### config.mk
export PLATFORM = sky130hd
export DESIGN_NAME = multi_cycle_control
export DESIGN_NICKNAME = d
export VERILOG_FILES = /design/src/rtl/multi_cycle_control_pkg.sv /design/src/rtl/alu_op_decode.sv /design/src/rtl/multi_cycle_control.sv
export SDC_FILE = /design/constraint.sdc
export NUM_CORES = 1
export LEC_CHECK = 0
export BUFFER_PORTS_ARGS = -buffer_cell sky130_fd_sc_hd__buf_2
export CORE_MARGIN = 8
export CORE_UTILIZATION = 47
export DETAILED_ROUTE_END_ITERATION = 7
export PLACE_DENSITY = 0.78
export SLEW_MARGIN = 40
export SYNTH_ARGS = -nofsm -noshare
export SYNTH_HDL_FRONTEND = slang
export SYNTH_SLANG_ARGS = --single-unit
### constraint.sdc
create_clock -name CLK -period 2.12 [get_ports CLK]
set_input_delay 0.424 -clock CLK [delete_from_list [all_inputs] [get_ports CLK]]
set_output_delay 0.424 -clock CLK [all_outputs]
set_load 0.005 [all_outputs]
### src/rtl/multi_cycle_control_pkg.sv
// Shared state, opcode, ALU-op and mux-select codes for the multi-cycle control FSM.
package multi_cycle_control_pkg;

   typedef enum logic [2:0] {
      S_IF     = 3'b000,
      S_ID     = 3'b001,
      S_EXE_LS = 3'b010,
      S_MEM    = 3'b011,
      S_WB_LD  = 3'b100,
      S_EXE_BR = 3'b101,
      S_EXE_AL = 3'b110,
      S_WB_AL  = 3'b111
   } state_t;

   localparam logic [5:0] OP_ADD   = 6'b000000;
   localparam logic [5:0] OP_SUB   = 6'b000001;
   localparam logic [5:0] OP_ADDIU = 6'b000010;
   localparam logic [5:0] OP_AND   = 6'b010000;
   localparam logic [5:0] OP_ANDI  = 6'b010001;
   localparam logic [5:0] OP_ORI   = 6'b010010;
   localparam logic [5:0] OP_XORI  = 6'b010011;
   localparam logic [5:0] OP_SLL   = 6'b011000;
   localparam logic [5:0] OP_SLTI  = 6'b100110;
   localparam logic [5:0] OP_SLT   = 6'b100111;
   localparam logic [5:0] OP_SW    = 6'b110000;
   localparam logic [5:0] OP_LW    = 6'b110001;
   localparam logic [5:0] OP_BEQ   = 6'b110100;
   localparam logic [5:0] OP_BNE   = 6'b110101;
   localparam logic [5:0] OP_BLTZ  = 6'b110110;
   localparam logic [5:0] OP_J     = 6'b111000;
   localparam logic [5:0] OP_JR    = 6'b111001;
   localparam logic [5:0] OP_JAL   = 6'b111010;
   localparam logic [5:0] OP_HALT  = 6'b111111;

   localparam logic [2:0] ALU_ADD = 3'b000;
   localparam logic [2:0] ALU_SUB = 3'b001;
   localparam logic [2:0] ALU_SLL = 3'b010;
   localparam logic [2:0] ALU_OR  = 3'b011;
   localparam logic [2:0] ALU_AND = 3'b100;
   localparam logic [2:0] ALU_SLT = 3'b110;
   localparam logic [2:0] ALU_XOR = 3'b111;

   localparam logic [1:0] PC_NEXT   = 2'b00;
   localparam logic [1:0] PC_BRANCH = 2'b01;
   localparam logic [1:0] PC_RS     = 2'b10;
   localparam logic [1:0] PC_JUMP   = 2'b11;

   localparam logic [1:0] RD_RA = 2'b00;
   localparam logic [1:0] RD_RT = 2'b01;
   localparam logic [1:0] RD_RD = 2'b10;

   function automatic logic is_rtype(input logic [5:0] op);
      return op inside {OP_ADD, OP_SUB, OP_AND, OP_SLL, OP_SLT};
   endfunction

   function automatic logic is_imm_op(input logic [5:0] op);
      return op inside {OP_ADDIU, OP_ANDI, OP_ORI, OP_XORI, OP_SLTI};
   endfunction

   function automatic logic is_branch(input logic [5:0] op);
      return op inside {OP_BEQ, OP_BNE, OP_BLTZ};
   endfunction

endpackage

### src/rtl/alu_op_decode.sv
// Combinational opcode -> ALU operation, operand selects and immediate extension.
module alu_op_decode
   import multi_cycle_control_pkg::*;
(
   input  logic [5:0] i_opcode,
   output logic [2:0] o_alu_op,
   output logic       o_alu_src_a,
   output logic       o_alu_src_b,
   output logic       o_ext_sel
);

   always_comb begin
      o_alu_op    = ALU_ADD;
      o_alu_src_a = 1'b0;
      o_alu_src_b = is_imm_op(i_opcode) || (i_opcode == OP_LW) || (i_opcode == OP_SW);
      o_ext_sel   = 1'b1;
      case (i_opcode)
         OP_SUB, OP_BEQ, OP_BNE, OP_BLTZ: o_alu_op = ALU_SUB;
         OP_SLL: begin
            o_alu_op    = ALU_SLL;
            o_alu_src_a = 1'b1;
         end
         OP_ORI: begin
            o_alu_op  = ALU_OR;
            o_ext_sel = 1'b0;
         end
         OP_AND:  o_alu_op = ALU_AND;
         OP_ANDI: begin
            o_alu_op  = ALU_AND;
            o_ext_sel = 1'b0;
         end
         OP_SLT, OP_SLTI: o_alu_op = ALU_SLT;
         OP_XORI: begin
            o_alu_op  = ALU_XOR;
            o_ext_sel = 1'b0;
         end
         default: ;
      endcase
   end

endmodule

### src/rtl/multi_cycle_control.sv
// Multi-cycle CPU control FSM: sequences IF/ID/EXE/MEM/WB and decodes datapath controls.
// Outputs are combinational from state/opcode/flags; halt parks the FSM in ID until Reset.
module multi_cycle_control
   import multi_cycle_control_pkg::*;
#(
   parameter int OPW = 6,
   parameter int STW = 3
) (
   input  logic           CLK,
   input  logic           Reset,
   input  logic [OPW-1:0] opcode,
   input  logic           zero,
   input  logic           sign,
   output logic [STW-1:0] state,
   output logic           PCWre,
   output logic           IRWre,
   output logic           InsMemRW,
   output logic           ALUSrcA,
   output logic           ALUSrcB,
   output logic [2:0]     ALUOp,
   output logic           ExtSel,
   output logic           mRD,
   output logic           mWR,
   output logic           DBDataSrc,
   output logic           RegWre,
   output logic           WrRegDSrc,
   output logic [1:0]     RegDst,
   output logic [1:0]     PCSrc
);

   state_t     r_state, w_next;
   logic       r_halt, w_halt_set;
   logic [2:0] w_dec_alu_op;
   logic       w_dec_src_a, w_dec_src_b, w_dec_ext;
   logic       w_is_alu, w_is_ls, w_is_br, w_is_halt, w_taken;

   alu_op_decode u_alu_op_decode (
      .i_opcode    (opcode),
      .o_alu_op    (w_dec_alu_op),
      .o_alu_src_a (w_dec_src_a),
      .o_alu_src_b (w_dec_src_b),
      .o_ext_sel   (w_dec_ext)
   );

   assign w_is_alu  = is_rtype(opcode) || is_imm_op(opcode);
   assign w_is_ls   = (opcode == OP_LW) || (opcode == OP_SW);
   assign w_is_br   = is_branch(opcode);
   assign w_is_halt = r_halt || (opcode == OP_HALT);
   assign w_taken   = ((opcode == OP_BEQ)  &&  zero) ||
                      ((opcode == OP_BNE)  && !zero) ||
                      ((opcode == OP_BLTZ) &&  sign);
   assign state     = r_state;

   always_ff @(posedge CLK or posedge Reset) begin
      if (Reset) begin
         r_state <= S_IF;
         r_halt  <= 1'b0;
      end else begin
         r_state <= w_next;
         if (w_halt_set) r_halt <= 1'b1;
      end
   end

   always_comb begin
      w_next     = S_IF;
      w_halt_set = 1'b0;
      PCWre      = 1'b0;
      IRWre      = 1'b0;
      InsMemRW   = 1'b0;
      ALUSrcA    = 1'b0;
      ALUSrcB    = 1'b0;
      ALUOp      = ALU_ADD;
      ExtSel     = 1'b0;
      mRD        = 1'b0;
      mWR        = 1'b0;
      DBDataSrc  = 1'b0;
      RegWre     = 1'b0;
      WrRegDSrc  = 1'b0;
      RegDst     = RD_RA;
      PCSrc      = PC_NEXT;
      // Opcode is only meaningful once IR has latched it, so IF keeps the ALU at add.
      if (r_state != S_IF) begin
         ALUOp   = w_dec_alu_op;
         ALUSrcA = w_dec_src_a;
         ALUSrcB = w_dec_src_b;
         ExtSel  = w_dec_ext;
      end
      case (r_state)
         S_IF: begin
            w_next   = S_ID;
            IRWre    = 1'b1;
            InsMemRW = 1'b1;
         end
         S_ID: begin
            if (w_is_halt) begin
               w_next     = S_ID;
               w_halt_set = 1'b1;
            end else if (w_is_alu) begin
               w_next = S_EXE_AL;
            end else if (w_is_ls) begin
               w_next = S_EXE_LS;
            end else if (w_is_br) begin
               w_next = S_EXE_BR;
            end else begin
               // Jumps and unknown opcodes retire here.
               PCWre = 1'b1;
               case (opcode)
                  OP_J:  PCSrc = PC_JUMP;
                  OP_JR: PCSrc = PC_RS;
                  OP_JAL: begin
                     PCSrc     = PC_JUMP;
                     RegWre    = 1'b1;
                     RegDst    = RD_RA;
                     WrRegDSrc = 1'b0;
                  end
                  default: PCSrc = PC_NEXT;
               endcase
            end
         end
         S_EXE_AL: w_next = S_WB_AL;
         S_WB_AL: begin
            PCWre     = 1'b1;
            RegWre    = 1'b1;
            WrRegDSrc = 1'b1;
            RegDst    = is_rtype(opcode) ? RD_RD : RD_RT;
         end
         S_EXE_LS: w_next = S_MEM;
         S_MEM: begin
            if (opcode == OP_LW) begin
               w_next = S_WB_LD;
               mRD    = 1'b1;
            end else begin
               mWR   = 1'b1;
               PCWre = 1'b1;
            end
         end
         S_WB_LD: begin
            PCWre     = 1'b1;
            RegWre    = 1'b1;
            DBDataSrc = 1'b1;
            WrRegDSrc = 1'b1;
            RegDst    = RD_RT;
         end
         S_EXE_BR: begin
            PCWre = 1'b1;
            PCSrc = w_taken ? PC_BRANCH : PC_NEXT;
         end
         default: w_next = S_IF;
      endcase
   end

endmodule
### Word level (Yosys, flattened, before mapping)

Cells that the tools add are included.
Widths: inputs -> output; s select.

| cells by class | value |
|---|---|
| bitwise gates (word level) | 0 |
| muxes and demuxes | 42 |
| $mul | 0 |
| add/subtract/negate cells | 0 |
| reductions and logical operators | 24 |
| divide/modulo/power cells | 0 |
| equality and inequality tests | 25 |
| order comparisons | 0 |
| shifts and indexed selects | 0 |

Operators by type and width:

| operator | count |
|---|---|
| $eq 6x6->1 const B | 11 |
| $eq 6x5->1 const B | 5 |
| $mux 1 | 24 |
| $mux 3 | 6 |
| $pmux 3 s6 | 1 |
| $pmux 3 s5 | 1 |
| $eq 3x3->1 const B | 4 |
| $pmux 2 s2 | 3 |
| $mux 2 | 5 |
| $reduce_bool 5->1 | 2 |
| $reduce_or 2->1 | 4 |
| $logic_or 1x1->1 | 7 |
| $eq 3x2->1 const B | 2 |
| $eq 6x1->1 const B | 1 |
| $eq 6x2->1 const B | 1 |
| $logic_not 6->1 | 1 |
| $reduce_bool 3->1 | 2 |
| $reduce_or 3->1 | 2 |
| $reduce_or 4->1 | 1 |
| $eq 3x1->1 const B | 1 |
| $logic_and 1x1->1 | 3 |
| $logic_not 3->1 | 1 |
| $pmux 1 s3 | 1 |
| $pmux 1 s2 | 1 |
| $logic_not 1->1 | 1 |

| word-level totals | value |
|---|---|
| latch bits | 0 |
| RAM bits | 0 |
| output and inout port bits | 21 |
| memories kept | 0 |
| logic and storage cells | 93 |
| bits of input ports | 10 |
| bits in registers | 4 |
| bits in read-only memories | 0 |

### Longest topological paths before layout

Gate-level depths: netlist of the first run.

| logic depth | value |
|---|---|
| word-level depth | 8 |
| gate-level depth with buffers | 6 |
| mapped depth without buffers | 4 |

### Cells and area by module

A second synthesis of the first run with hierarchy kept.

| second synthesis, totals | value |
|---|---|
| cells, all modules | 108 |
| area total of the unflattened synthesis | 745.7 sq um |

By module, submodules not included:

| module | area an instance (sq um) | cells an instance | seq. area each (sq um) | times used |
|---|---|---|---|---|
| multi_cycle_control | 574.3 | 83 | 100.1 | 1 |
| alu_op_decode | 171.4 | 25 | 0.0 | 1 |

### Least setup slack after synthesis of the first run

No wires, ideal clock.

| path | value |
|---|---|
| path kind | reg2out |
| start | register r_state[1], in the netlist state[1] |
| end | output InsMemRW |
| stages on the path, launching flop included | 4 |
| data arrival time | 1.384 ns |
| setup slack | 0.312 ns |
| cells stage by stage | dfrtp_1 > buf_4 > nor3_1 > buf_4 |

| on the way | value |
|---|---|
| word-level cells in the longest chain between the ends | 2 |

RTL lines:

| element | RTL line | source |
|---|---|---|
| start: declaration | multi_cycle_control.sv:31 | `state_t r_state, w_next;` |
| start signal: assignment | multi_cycle_control.sv:59 | `r_state <= w_next;` |
| $logic_not 3->1 | n/a |  |
| $mux 1 | n/a |  |
| end: declaration | multi_cycle_control.sv:17 | `output logic InsMemRW,` |

No other way between the ends.

### Worst setup path after layout of the first run

| path | value |
|---|---|
| start | input opcode[4] |
| end | output ALUOp[1] |

| on the way | value |
|---|---|
| word-level cells in the longest chain between the ends | 4 |

RTL lines:

| element | RTL line | source |
|---|---|---|
| start: declaration | multi_cycle_control.sv:11 | `input logic [OPW-1:0] opcode,` |
| $eq 6x1->1, or another cell as far along | alu_op_decode.sv:17 | `case (i_opcode)` |
| $reduce_or 4->1, or another cell as far along | alu_op_decode.sv:17 |  |
| $pmux 3 s6 * | alu_op_decode.sv:17 |  |
| $mux 3 * | multi_cycle_control.sv:82 | `if (r_state != S_IF) begin` |
| end: declaration | multi_cycle_control.sv:20 | `output logic [2:0] ALUOp,` |

Mark *: on every way between the ends. The rest lies on a longest branch, timed or not.

==> key figures, run 1 <==
Timing
  • Setup Skew: between 0.005 and 0.006 ns
  • Sum Neg Setup Slack: 0 ns
  • Slew @ Worst Pin: between 0.2 and 0.3 ns
  • Final min period: 2.01 ns
  • Hold slack final: just over 0.06 ns
  • Slew HR: 0.820
  • Slew Viols, Final: 0
  • Final WS setup: between 0.1 and 0.15 ns
  • Final setup fails: 0
  • RSZ-0062 raised after global routing: false
  • Final Cycle Share: 0.949
  • Peak Freq: about 0.50 GHz
  • Final Hold Viols: 0

Floorplanning
  • Starting Density: 0.502
  • Ports: 31
  • Die width: ~56 µm
  • Die ar.: approximately 3200 µm²
  • Core area: 1510 µm²
  • Die Y: roughly 56 µm
  • Row count: 14

Critical path
  • Worst setup SP type: input port
  • Highest net fanout along the worst path: 11
  • Critical path endpoint category: primary output
  • Crit path kind: input port to primary output
  • WP data required: 1.70 ns
  • Worst EP arrival: 1.59 ns

Power
  • Cell Pwr Density: ~280 nW/µm²
  • Sw frac: 0.321
  • Maximum vdd drop: around 440 µV
  • Comb power frac: 0.343
  • Part of the power in registers: 0.292
  • Total leakage power: between 0.0004 and 0.0005 µW
  • Internal power: 178 µW
  • P_sw: approximately 84 µW
  • Clock share of power: 0.365
  • Total power: between 200 and 300 µW

Global route
  • GRT overflow: 0
  • Largest net degree at the start of global routing: 16
  • Antenna violations before repair: 0
  • Vias in the first global route: 866
  • First-pass GRT wire length: around 3.9 mm
  • Overall Global Routing Usage: 0.143

Detailed routing
  • Via density: 6.12
  • ANT nets after route: 0
  • Starting DRT DRC Count: 34
  • Drt drc: 0
  • Drt total wl: between 2 and 2.5 mm
  • WL per Instance: around 15 µm
  • First-pass DRT Iterations: 4
  • Via count: approximately 940

Synth
  • Avg Inst Size Synth: between 7 and 8 µm²
  • Synth Cell Area: 757 µm²
  • Simple-gate share of the synthesized area: 0.423
  • Synth Area in Adders: 0
  • Main combinational cell family by area after synthesis: simple AND/OR/NAND/NOR gates
  • Register area share after synthesis: 0.132
  • Multiplexer share of the synthesized area: 0
  • Synth Area in XOR/XNOR: 0.0116
  • Cell count after synthesis: about 110
  • Synth cell types: just over 40
  • #FFs+latches synth: 4
  • Synth warn: 0
  • Syn nets: between 100 and 150
  • Compound-cell area share of the yosys netlist: 0.327

Placed design
  • Placer Congestion: a little over 0.8
  • Worst slack, placed: slightly below 0.1 ns
  • Port Buf Inserts: 30
  • DP HPWL: about 1.8 mm

Clocking
  • Clk Latency, worst-skew pair: between 0.2 and 0.25 ns
  • Clock root buffer: clkbuf_4
  • Number of buffers created by CTS: 3
  • Htree depth: 1
  • Reg clk slew, reported paths: 0.04 ns
  • CTS sink cnt: 4
  • Hold_buf cts: 0
  • Postcts setup bufs: 0
  • CTS tree: built
  • Post_cts resized: 0
  • CTS Buffer Depth: 2

Final layout
  • Layout cell share with drive strength beyond 1: 0.336
  • Area grow syn2layout: 24.8%
  • FILL cells: between 100 and 150
  • Register area: ~100 µm²
  • Diode count: 0
  • Final net count: about 150
  • Multi-input logic area: between 500 and 600 µm²

Worst hold path
  • Hold WC Path Type: input port to async pin

Flow run
  • Max-Cap Viols: 0

Outcome
  • Outcome: complete, no violations
cells in the final DEF (no fill, tap or decap), types with 4 or more instances in the layout:
cell type,count
o2bb2ai_1,4
o21ai_0,5
nand2b_1,5
nor2b_1,5
buf_2,30
inv_1,4
nand2_1,7
nor3_1,7
a21oi_1,7
nor2_1,6
nand3_1,5
dfrtp_1,4
buf_4,8
flip-flops by register name, summed over array words and instances (netlist names):
signal and cells:
state 3, r_halt 1
per-stage QoR:
step | util | instance area, µm² | std cells
finish | 0.627 | 945 | 153
global route | 0.627 | 945 | 153
CTS | 0.627 | 945 | 153
detailed placement | 0.612 | 922 | 150
global placement | 0.612 | 922 | 150
floorplan | - | 757 | 107
power by group through the flow:
stage          logic [µW]  registers (µW)  clock network, µW
3_5_place_dp         88.6            77.7                  0
3_3_place_gp         86.3            77.7                  0
2_1_floorplan        63.0            77.7                  0
4_1_cts              89.0            76.8               98.3
6_report             90.1            76.8               96.0
5_1_grt              99.2            76.7                105
cells by family (layout without fill, tap and decap cells):
kind of cell	after synthesis	in the layout
and+or+nand+nor	52	52
AOI/OAI and AO/OA	35	35
buffers and inverters	15	45
DFF	4	4
xor gates and xnor gates	1	1
Yosys cell counts (all sizes together):
library cell  number  area, µm²
o21ai              5       25.0
dfrtp              4        100
buf               10       60.1
a31oi              2       12.5
a21oi              8       43.8
o41ai              1       8.76
xnor2              1       8.76
or3                1       11.3
or2b               1       7.51
a2bb2oi            2       17.5
nor2b              5       31.3
and3               3       18.8
o21bai             2       15.0
o22ai              1       6.26
or2                1       6.26
nand2b             5       31.3
and3b              2       18.8
and2b              2       15.0
inv                4       15.0
and2               1       6.26
nor3b              3       22.5
o32a               1       10.0
a41oi              1       8.76
o32ai              1       8.76
nor2               6       22.5
nand3b             1       7.51
nand2              7       26.3
a22o               1       8.76
nor4b              1       23.8
a211oi             2       15.0
a41o               1       10.0
nand3              5       25.0
clkbuf             1       5.00
o2bb2ai            4       35.0
a21o               2       15.0
nor3               7       35.0
a22oi              1       7.51
or3b               1       11.3
area by class of cell:
cell class                      count  share of cell area
Sequential cell                     4               0.106
Multi-Input combinational cell     88               0.611
Inverter                            4              0.0159
Clock buffer                        3              0.0238
Tap cell                           16              0.0212
Timing Repair Buffer               38               0.223
worst max-delay path: stages:
cell and delay [ns]:
buf_2 0.18, or3b_4 0.42, or3_4 0.34, a21oi_2 0.11
buf_2 0.12
routing by layer:
layer / up-vias / global-route usage / part of all wire
li1: 459 / - / -
met2: 49 / 0.236 / 0.47
met5: - / 0 / 0
met1: 419 / 0.159 / 0.40
met3: 9 / 0.0616 / 0.098
met4: 0 / 0.0515 / 0.024
final timing paths:
kind                                start  endpoint  slack, ns  cells after the start
worst max-delay path            opcode[4]  ALUOp[1]       0.11                      5
worst min-delay path                Reset    r_halt       0.06                      2
worst max register to register   state[1]  state[1]       0.70                      5
worst min register to register     r_halt    r_halt       0.57                      2
max in group asynchronous           Reset  state[0]       1.90                      2
min in group CLK                   r_halt    r_halt       0.57                      2
No activity file was read; power rests on OpenSTA's default activity.
==> inputs of run 2 (changes only) <==
--- a/config.mk
+++ b/config.mk
@@ -7,9 +7,9 @@
 export LEC_CHECK = 0
 export BUFFER_PORTS_ARGS = -buffer_cell sky130_fd_sc_hd__buf_2
 export CORE_MARGIN = 8
-export CORE_UTILIZATION = 47
+export CORE_UTILIZATION = 51
 export DETAILED_ROUTE_END_ITERATION = 7
-export PLACE_DENSITY = 0.78
+export PLACE_DENSITY = 0.84
 export SLEW_MARGIN = 40
 export SYNTH_ARGS = -nofsm -noshare
 export SYNTH_HDL_FRONTEND = slang
==> constraint.sdc (replaced) <==
create_clock -name CLK -period 2.5 [get_ports CLK]
set_input_delay 0.5 -clock CLK [delete_from_list [all_inputs] [get_ports CLK]]
set_output_delay 0.5 -clock CLK [all_outputs]
set_load 0.005 [all_outputs]
==> run 2 against run 1 <==
  * First-iteration DRC count down 8.8%
  * Critical path depth down 1
  * Clock power down 19%
  * Global-route usage about the same
  * Combinational power down 21%
  * Sequential share of layout area up 0.53 points
  * Non-clock buffer count down 6
==> key figures, run 2 (synthesized netlist as in run 1, its figures left out) <==
Outcome
  • Outcome: complete, no violations

Critical path
  • WP data required: about 2 ns
  • Highest net fanout along the worst path: 12
  • Worst setup SP type: flop
  • Worst-path cell chain: nor4b_4 -> o21ai_0 -> o32ai_1 -> buf_2
  • Slowest cell on the critical path: dfrtp_1
  • Crit path kind: flop to primary output
  • Worst EP arrival: ~1.8 ns
  • Critical path endpoint category: primary output
  • CP peak stage delay: roughly 0.51 ns

Final layout
  • Area grow syn2layout: 18.8%
  • Max reg flops: 3
  • Layout cell share with drive strength beyond 1: 0.305
  • Diode count: 0
  • Non-Filler Instances: 147
  • Final net count: ~140
  • Most common cell after layout, fill and taps aside: buf_2
  • Commonest non-fill, non-tap cells in the layout: buf_2 (30), nand2_1 (7), nor3_1 (7), a21oi_1 (7), nor2_1 (6)

Detailed routing
  • WL per Instance: 14.2 µm
  • ANT nets after route: 0
  • Starting DRT DRC Count: 31
  • Drt drc: 0
  • Top layer reached by signal wires: met4
  • First-pass DRT Iterations: 4
  • M1 WL: roughly 850 µm
  • Met2 wire len: 1.04 mm
  • Met3 WL: between 150 and 200 µm
  • Via count: 872
  • Drt total wl: 2.08 mm
  • Via density: 5.93

Power
  • Maximum vdd drop: about 220 µV
  • Total leakage power: 0.000462 µW
  • Cell Pwr Density: ~240 nW/µm²

Timing
  • Slew @ Worst Pin: roughly 0.39 ns
  • Slew HR: 0.742
  • Final Cycle Share: 0.903
  • Slew Viols, Final: 0
  • Setup Skew: approximately 0.000018 ns
  • Peak Freq: about 0.44 GHz
  • Final Hold Viols: 0
  • RSZ-0062 raised after global routing: false
  • Final min period: 2.26 ns
  • Final setup fails: 0
  • Final WS setup: 0.244 ns
  • Sum Neg Setup Slack: 0 ns
  • Hold slack final: ~0.14 ns

Clocking
  • Htree depth: 1
  • CTS tree: built
  • Reg clk slew, reported paths: around 0.040 ns
  • Hold_buf cts: 0
  • Clock root buffer: clkbuf_4
  • Number of buffers created by CTS: 3
  • CTS sink cnt: 4
  • Postcts setup bufs: 0
  • Clk Latency, worst-skew pair: between 0.2 and 0.25 ns
  • CTS Buffer Depth: 2
  • Post_cts resized: 0

Placed design
  • Placer Congestion: 0.869
  • DP HPWL: 1.59 mm
  • Port Buf Inserts: 30
  • Worst slack, placed: 0.303 ns
  • Placed insts: 144

Floorplanning
  • Die width: between 50 and 60 µm
  • Starting Density: 0.521
  • Row count: 14
  • Die ar.: about 3000 µm²
  • Core area: about 1500 µm²
  • Die Y: between 50 and 60 µm
  • Ports: 31

Global route
  • Antenna violations before repair: 0
  • Largest net degree at the start of global routing: 21
  • Overall Global Routing Usage: 0.144
  • First-pass GRT wire length: approximately 3.4 mm
  • GRT overflow: 0
  • Vias in the first global route: between 700 and 800

Worst hold path
  • Hold WC Path Type: input port to async pin

Flow run
  • Max-Cap Viols: 0
run 2: cell types whose count changed in the layout (fill, tap and decap cells not counted):
cell / delta
buf_4: -6
run 2: path summary, 6_finish.rpt:
path | from | end | slack [ns] | depth (start not counted)
min | Reset | state[1] | 0.14 | 2
max reg2reg | state[1] | state[1] | 0.98 | 4
max in group asynchronous | Reset | state[0] | 2.22 | 2
min in group CLK | r_halt | r_halt | 0.58 | 2
min reg2reg | r_halt | r_halt | 0.58 | 2
max | state[1] | PCWre | 0.24 | 4
run 2: power breakdown:
part / switching, µW / total (µW) / leakage, µW / internal, µW
Sequential: 0 / 65.1 / 0.0000455 / 65.1
Clock: 24.6 / 78.2 / 0.0000138 / 53.6
Combinational: 42.0 / 71.4 / 0.000402 / 29.4
Total: 66.6 / 215 / 0.000462 / 148
run 2: critical path, delay by kind of cell, from the launching register on:
family / cells / cell delay (ns)
flip-flops: 1 / 0.51
AO/OA/AOI/OAI: 2 / 0.47
buffers and inverters: 1 / 0.16
AND/OR/NAND/NOR: 1 / 0.39
run 2: final cells by class:
cell class	instances	area, µm²
well taps	16	20.0
multi-input cells	88	577
fillers	130	554
clock buffers	3	22.5
inverters	4	15.0
repair buffers	32	165
flip-flops and latches	4	100
run 2: layer usage:
metal	global-route usage	up-vias
li1	-	442
met1	0.172	397
met2	0.252	31
met3	0.0163	2
met4	0.0615	0
met5	0	-
run 2: per-stage QoR:
step / utilization / instance area (µm²) / total power [µW]
global placement: 0.603 / 877 / 134
finish: 0.619 / 900 / 215
global route: 0.619 / 900 / 228
detailed placement: 0.603 / 877 / 136
CTS: 0.619 / 900 / 219
floorplan: - / 757 / 119
